[config.mk]
export PLATFORM = sky130hd
export DESIGN_NAME = forward_scoreboard
export DESIGN_NICKNAME = d
export VERILOG_FILES = /design/src/rtl/forward_pkg.sv /design/src/rtl/forward_lookup.sv /design/src/rtl/forward_scoreboard.sv
export SDC_FILE = /design/constraint.sdc
export NUM_CORES = 1
export LEC_CHECK = 0
export CELL_PAD_IN_SITES_DETAIL_PLACEMENT = 1
export CELL_PAD_IN_SITES_GLOBAL_PLACEMENT = 2
export CORE_MARGIN = 2
export CORE_UTILIZATION = 30
export DETAILED_ROUTE_END_ITERATION = 16
export GPL_TIMING_DRIVEN = 0
export PLACE_DENSITY = 0.74
export RECOVER_POWER = 50
export REMOVE_ABC_BUFFERS = 1
export SYNTH_ARGS = -nofsm -noshare
export SYNTH_HDL_FRONTEND = slang
export SYNTH_SLANG_ARGS = --single-unit
[constraint.sdc]
create_clock -name clk -period 4.05 [get_ports clk]
set_clock_uncertainty 0.15 [all_clocks]
set_input_delay 0.405 -clock clk [delete_from_list [all_inputs] [get_ports clk]]
set_output_delay 0.405 -clock clk [all_outputs]
set_load 0.02 [all_outputs]
[src/rtl/forward_pkg.sv]
// Shared widths, constants and the in-flight table entry for the forwarding scoreboard.
package forward_pkg;

    localparam int REGW   = 5;  // register number width
    localparam int TW     = 2;  // tnew / tuse width
    localparam int FWD_RF = 0;  // fwd_sel code meaning "take the register file value"

    // One in-flight instruction: does it write, which register, cycles until forwardable.
    typedef struct packed {
        logic            valid;
        logic [REGW-1:0] wreg;
        logic [TW-1:0]   tnew;
    } entry_t;

    // Age tnew by one cycle, stopping at 0 once the result is forwardable.
    function automatic logic [TW-1:0] tnew_dec(input logic [TW-1:0] t);
        return (t == '0) ? '0 : t - 1'b1;
    endfunction

endpackage

[src/rtl/forward_lookup.sv]
// Checks one decode source operand against the in-flight table: finds the youngest
// writer of that register and decides between stalling, forwarding or using the RF.
module forward_lookup
    import forward_pkg::*;
#(
    parameter int NSTAGE = 3,
    parameter int SW     = 2
) (
    input  entry_t          i_table [NSTAGE],  // index 0 is stage 1 (youngest)
    input  logic [REGW-1:0] i_addr,
    input  logic            i_used,
    input  logic [TW-1:0]   i_tuse,
    output logic            o_stall_req,
    output logic [SW-1:0]   o_sel
);

    logic            w_hit;
    logic [TW-1:0]   w_hit_tnew;
    logic [SW-1:0]   w_hit_stage;

    // Youngest match: scan oldest to youngest so the last hit (lowest stage) wins.
    always_comb begin
        // NOTE: every output of a combinational block gets a default first, so no path
        // through the block leaves it unassigned and a latch is never inferred.
        w_hit       = 1'b0;
        w_hit_tnew  = '0;
        w_hit_stage = '0;
        if (i_used && (i_addr != '0)) begin
            for (int s = NSTAGE - 1; s >= 0; s--) begin
                if (i_table[s].valid && (i_table[s].wreg == i_addr)) begin
                    w_hit       = 1'b1;
                    w_hit_tnew  = i_table[s].tnew;
                    w_hit_stage = SW'(s + 1);
                end
            end
        end
    end

    // Stall if the producer is not ready in time; forward only once it is ready now.
    always_comb begin
        o_stall_req = 1'b0;
        o_sel       = SW'(FWD_RF);
        if (w_hit) begin
            o_stall_req = (w_hit_tnew > i_tuse);
            if (w_hit_tnew == '0) begin
                o_sel = w_hit_stage;
            end
        end
    end

endmodule

[src/rtl/forward_scoreboard.sv]
// Pipeline hazard scoreboard: tracks in-flight destination registers, drives per-source
// forwarding selects and a zero-latency decode stall, and times the mult/div unit.
module forward_scoreboard
    import forward_pkg::*;
#(
    parameter int  NSTAGE = 3,
    parameter int  NSRC   = 2,
    parameter int  MD_LAT = 5,
    localparam int SW     = $clog2(NSTAGE + 1)
) (
    input  logic                 clk,
    input  logic                 reset,
    input  logic                 issue_valid,
    input  logic [REGW-1:0]      issue_wreg,
    input  logic [TW-1:0]        issue_tnew,
    input  logic [NSRC*REGW-1:0] src_addr,
    input  logic [NSRC-1:0]      src_used,
    input  logic [NSRC*TW-1:0]   src_tuse,
    input  logic                 md_start,
    input  logic                 md_use,
    output logic                 stall,
    output logic [NSRC*SW-1:0]   fwd_sel,
    output logic                 md_busy
);

    localparam int CW = $clog2(MD_LAT + 1);

    entry_t          r_table [NSTAGE];
    logic [CW-1:0]   r_md_cnt;
    logic [NSRC-1:0] w_stall_req;

    // One lookup per decode source operand, all against the same table.
    for (genvar k = 0; k < NSRC; k++) begin : g_src
        forward_lookup #(
            .NSTAGE (NSTAGE),
            .SW     (SW)
        ) u_lookup (
            .i_table     (r_table),
            .i_addr      (src_addr[k*REGW +: REGW]),
            .i_used      (src_used[k]),
            .i_tuse      (src_tuse[k*TW +: TW]),
            .o_stall_req (w_stall_req[k]),
            .o_sel       (fwd_sel[k*SW +: SW])
        );
    end

    assign md_busy = (r_md_cnt != '0);
    assign stall   = (|w_stall_req) | (md_use & md_busy);

    // Advance the in-flight table every cycle; stage 1 takes decode or a bubble.
    always_ff @(posedge clk) begin
        // NOTE: sequential state uses non-blocking assignments so every stage reads the
        // pre-edge value of its neighbour, giving a true shift regardless of loop order.
        r_table[0].wreg <= issue_wreg;
        r_table[0].tnew <= issue_tnew;
        for (int s = 1; s < NSTAGE; s++) begin
            r_table[s].wreg <= r_table[s-1].wreg;
            r_table[s].tnew <= tnew_dec(r_table[s-1].tnew);
        end
        // NOTE: only the valid bits are reset; wreg/tnew are ignored while invalid, so
        // clearing them would cost reset fan-out for no behavioural difference.
        if (reset) begin
            for (int s = 0; s < NSTAGE; s++) begin
                r_table[s].valid <= 1'b0;
            end
        end else begin
            r_table[0].valid <= issue_valid & ~stall & (issue_wreg != '0);
            for (int s = 1; s < NSTAGE; s++) begin
                r_table[s].valid <= r_table[s-1].valid;
            end
        end
    end

    // Mult/div busy counter: load on an accepted start, then count down to zero.
    always_ff @(posedge clk) begin
        if (reset) begin
            r_md_cnt <= '0;
        end else if (md_start && !stall) begin
            r_md_cnt <= CW'(MD_LAT);
        end else if (r_md_cnt != '0) begin
            r_md_cnt <= r_md_cnt - 1'b1;
        end
    end

endmodule

# Word level (Yosys, flattened, before mapping)
# Index checks and enable logic that the tools add are counted.
dict set report word_totals {
  regBits 27
  elab_cells 80
  ramBits 0
  mem_bits_ro 0
  latch_bits 0
  mem_count 0
}
dict set report op_classes {
  order_cmp 2
  div_mod_pow 0
  mux 32
  multipliers 0
  eq_ne 6
  n_bitwise 5
  addsub 3
  shift 0
  n_reduce_logical 21
}
# op n
set op_table {}
lappend op_table {{$mux 2} 20}
lappend op_table {{$eq 5x5->1} 6}
lappend op_table {{$reduce_bool 5->1} 3}
lappend op_table {{$mux 1} 10}
lappend op_table {{$logic_and 1x1->1} 9}
lappend op_table {{$logic_not 2->1} 4}
lappend op_table {{$mux 3} 2}
lappend op_table {{$gt 2x2->1} 2}
lappend op_table {{$reduce_or 2->1} 2}
lappend op_table {{$sub 2x1->2 const B} 2}
lappend op_table {{$and 1x1->1} 3}
lappend op_table {{$reduce_bool 3->1} 1}
lappend op_table {{$sub 3x1->3 const B} 1}
lappend op_table {{$reduce_bool 2->1} 1}
lappend op_table {{$logic_not 1->1} 1}
lappend op_table {{$not 1->1} 1}
lappend op_table {{$or 1x1->1} 1}

# Logic depth before layout (Yosys ltp)
# Gate-level depths: netlist (run 1).
dict set report depth {
  ltp_word 13
  ltp_mapped 14
  depth_no_buf 13
}

# Modules after synthesis
# From an unflattened synthesis (run 1), not the netlist that was laid out.
dict set report unflattened {
  hier_cells 158
  hier_area_um2 1492.7
}
# module n_inst cells_each area_per_inst_um2 seq_area_each_um2
set by_module_without_submodules {}
lappend by_module_without_submodules {forward_scoreboard 1 60 752.0 540.5}
lappend by_module_without_submodules {forward_lookup 2 49 370.4 0.0}

# Least setup slack after synthesis (run 1)
# OpenSTA, ideal clock, no wires.
dict set report synth_path {
  kind {input-to-output}
  start {input port src_addr[2]}
  end {output port stall}
  t_arrival_ps 2449
  setup_slack_ps 1046
  path_buffers 1
  path_stages 11
  t_required_ps 3495
  cell_sequence {xor2_1 > nor4_1 > and3_1 > buf_2 > mux2_2 > and2b_1 > ha_1 > a21oi_1 > a211oi_2 > o31ai_4 > nand3_2}
}
dict set report synth_between {
  elab_chain_cells 10
  elab_cells_between_ends 20
  classes_between {1 x order compare; 3 x eq/ne; 9 x mux; 1 x bitwise; 6 x reduce/logical}
}
# item line_no
set synth_rtl {}
lappend synth_rtl {{start: declaration} forward_scoreboard.sv:16} ;# input logic [NSRC*REGW-1:0] src_addr,
lappend synth_rtl {{$eq 5x5->1} forward_lookup.sv:30} ;# if (i_table[s].valid && (i_table[s].wreg == i_addr)) begin
lappend synth_rtl {{$logic_and 1x1->1} forward_lookup.sv:30}
lappend synth_rtl {{$mux 2 (3 in a row)} forward_lookup.sv:30}
lappend synth_rtl {{$mux 2} forward_lookup.sv:28} ;# if (i_used && (i_addr != '0)) begin
lappend synth_rtl {{$gt 2x2->1} forward_lookup.sv:44} ;# o_stall_req = (w_hit_tnew > i_tuse);
lappend synth_rtl {{$mux 1 *} forward_lookup.sv:43} ;# if (w_hit) begin
lappend synth_rtl {{$reduce_or 2->1 *} forward_scoreboard.sv:48} ;# assign stall = (|w_stall_req) | (md_use & md_busy);
lappend synth_rtl {{$or 1x1->1 *} forward_scoreboard.sv:48}
lappend synth_rtl {{end: declaration} forward_scoreboard.sv:21} ;# output logic stall,
# Every way passes the cells marked *; elsewhere a longest branch is shown, timed or not.

# Worst setup path after layout (run 1)
dict set report layout_path {
  start {input port src_addr[9]}
  end {output port stall}
}
# The elaborated chain is that of the path after synthesis.

==> results of run 1 <==
==> timing repair <==
action / CTS / global route
gates cloned: 0 / 0
pin swaps: 2 / 1
gates resized for setup: 9 / 4
endpoints found under the setup margin: 1 / 1
hold endpoints to repair: 0 / 0
==> how the worst max path moves through the flow <==
| stage | from | end | slack (ns) | depth (start not counted) |
|---|---|---|---|---|
| after floorplan | src_addr[2] | stall | 1.03 | 10 |
| after global placement | src_addr[0] | stall | -0.40 | 13 |
| after detailed placement | src_addr[0] | stall | -0.44 | 13 |
| after CTS | src_addr[3] | stall | 0.04 | 13 |
| after global routing | src_addr[7] | stall | 0.03 | 12 |
| final | src_addr[9] | stall | 0.21 | 12 |
==> cell type report <==
cell class	count	area (um2)
clock inverters	1	7.507
fillers	546	2809
clock buffers	3	41.29
well taps	67	83.83
multi-input cells	112	898.4
repair buffers	33	332.8
flip-flops and latches	27	540.5
inverters	11	41.29
==> layout by cell type, fill, tap and decap left out, drive strengths merged, types with 2 or more instances in the layout <==
cell           count
clkbuf             3
dlygate4sd3        6
and2               2
inv               11
nand2b             2
nor3               4
clkdlybuf4s50     21
a21oi              7
a211oi             2
nand2              4
xor2              24
dlymetal6s2s       2
and3               6
xnor2              6
mux2i              3
or4                3
nor2b              2
nand4              2
o21ai              3
ha                 8
a311oi             2
nor4               8
dlygate4sd2        3
dfxtp             27
o31ai              2
nand3              3
nor2               8
==> metal layers <==
layer | wire, um | up-vias | part of all wire, % | track usage [%]
li1 | - | 604 | - | -
met1 | 1661 | 583 | 46 | 19.37
met2 | 1805 | 19 | 50 | 23.99
met3 | 117 | 4 | 3.2 | 2.439
met4 | 36 | 0 | 0.99 | 3.571
met5 | 0 | - | 0 | 0
==> sequential cells by signal, summed over array words and instances (netlist names) <==
signal / count
r_md_cnt: 3
r_table: 24
==> worst reg2reg max path: cells and delay by family, from the launching register on <==
kind,cells,cell delay [ns]
and+or+nand+nor,3,0.75
adders and majority gates,1,0.31
DFF,1,0.35
muxes,1,0.36
xor gates and xnor gates,1,0.17
AOI/OAI and AO/OA,5,0.85
==> per-stage QoR <==
stage | util (%) | setup WS [ns] | setup TNS, ns | hold WS [ns]
after floorplan | - | 1.030 | 0 | 0.2230
after global placement | 39.45 | -0.3974 | -0.3974 | 0.2362
after detailed placement | 39.45 | -0.4414 | -0.4414 | 0.2347
after CTS | 40.66 | 0.03982 | 0 | 0.2486
after global routing | 40.92 | 0.02823 | 0 | 0.2601
final | 40.92 | 0.2065 | 0 | 0.2415
==> cell families after synthesis <==
logic type,synth area share (%)
adders and majority gates,6.723
muxes,2.773
DFF,36.30
xor gates and xnor gates,17.65
buffers and inverters,4.621
AOI/OAI and AO/OA,12.27
and+or+nand+nor,19.66
==> report_power, final <==
part | internal, W | leakage [nW] | total (W) | switching (W)
combinational | 0.0000678 | 0.543 | 0.000133 | 0.0000649
sequential | 0.000287 | 0.227 | 0.000303 | 0.0000164
clock | 0.0000699 | 0.0217 | 0.000159 | 0.0000891
==> reports/metrics.cfg, run 1 <==
[status]
status = finished clean

[die]
die_h_um = 74.45
core_um2 = 4755
num_rows = 25
dieWidth_um = 74.45
ios = 34
dieArea_um2 = 5543
initial_core_util_pct = 31.32

[finish]
area.growth.synth_to_final_pct = 30.67
num_antenna_cells = 0
final_cell_area_um2 = 1946
drive_above_1_share_pct = 9.626
final_cells = 254
fin_nets = 224

[power]
pwr_density_cell_nw_per_um2 = 305.6
power.total_w = 0.0005946
ir_drop_mv = 0.1897
leakage_nw = 0.7909

[global_routing]
grt_use_total_pct = 14.39
overflow = 0
grt_pass1_vias = 1274
grt_pass1_wl_um = 6072
grt_max_degree = 17
antenna_found_initial = 0

[critical_path]
critPathTopFamily = simple AND/OR/NAND/NOR gates
worstReg2RegStart = r_table[20]
criticalPathCategory = input port to output port
cpMaxStageDelayCell = clkdlybuf4s50_1
cp.required_ns = 3.49
start_kind = input port
critPathMaxStageDelay_ns = 0.52
crit_chain = clkdlybuf4s50_1, xor2_1, nor4_2, nand3_1, nor3b_1, o21bai_1, a21oi_1, ha_1, a211oi_2, o31ai_4, nand3_2, clkdlybuf4s15_2
r2r-end = r_md_cnt[0]
crit_fanout = 4
arrival_ns = 3.29
r2r_slack_ns = 0.97
critPathBufInv = 2
critPathCaptureType = output port
reg2reg_depth = 11

[clocking]
clock_latency_ns = 0.27
h-tree-depth = 1
clock_sinks = 27
cts_tree = yes
hold_buffers = 0
post_cts_buffers = 0
cts-buffers-inserted = 3
root_buffer = clkbuf_8
clk_path_buf_depth = 2
path_clk_slew_ns = 0.10

[route]
ant_nets = 0
wire_per_inst_um = 14.25
routed_wl_um = 3619
vias_per_cell = 4.764
via_count = 1210
drc = 0
dr.first_iter.drc_count = 42
drt-pass1-iter-count = 4

[synthesis]
synth_area_um2 = 1489
synth_seq_cells = 27
synth_area_leaders = dfxtp_1 36%, xor2_1 14%, ha_1 6.7%
yosysWarnings = 0
synth_commonest_cells = 27 x dfxtp_1, 24 x xor2_1, 11 x inv_1
ys_seq_area_share_pct = 36.30
synth_top_area_cell = dfxtp_1
synth_edf_count = 0
synth.most_common_cell = dfxtp_1
synth_area_per_cell_um2 = 9.732
synth_flop_cell = dfxtp_1
synthArstFlopShare_pct = 0
synthCells = 153
synth_top_area_share_pct = 36.30
synth_cell_types = 37

[hold_path]
hold_depth = 0
hold_class = register to register
hold_path.startpoint = r_table[12]
hold_end = r_table[4]

[placement]
gp_congestion = 0.7527
numPortBuffers = 33
placed_cells = 250
dpl.hpwl_um = 3040
placed_cell_area_um2 = 1876

[timing]
finalSetupViolations = 0
finalHoldViolCount = 0
tightest_slew_ns = 0.3736
timing.fmax_mhz = 260.2
finalMaxSlewViolations = 0
rsz0062_at_grt = false
finalCriticalPeriod_ns = 3.843
post-route-period-util_pct = 94.90
max_slew_margin_pct = 74.86

[run]
drv_cap = 0

Power figures use the tool's default switching activity.
==> run 2, diff against run 1 <==
HOLD_SLACK_MARGIN = 0.03   (was default)
==> results of run 2 <==
Final layout, timing and power as in run 1 (identical DEF).
==> run 3, diff against run 2 <==
HOLD_SLACK_MARGIN = default   (was 0.03)
==> results of run 3 <==
Final layout, timing and power as in run 1 (identical DEF).
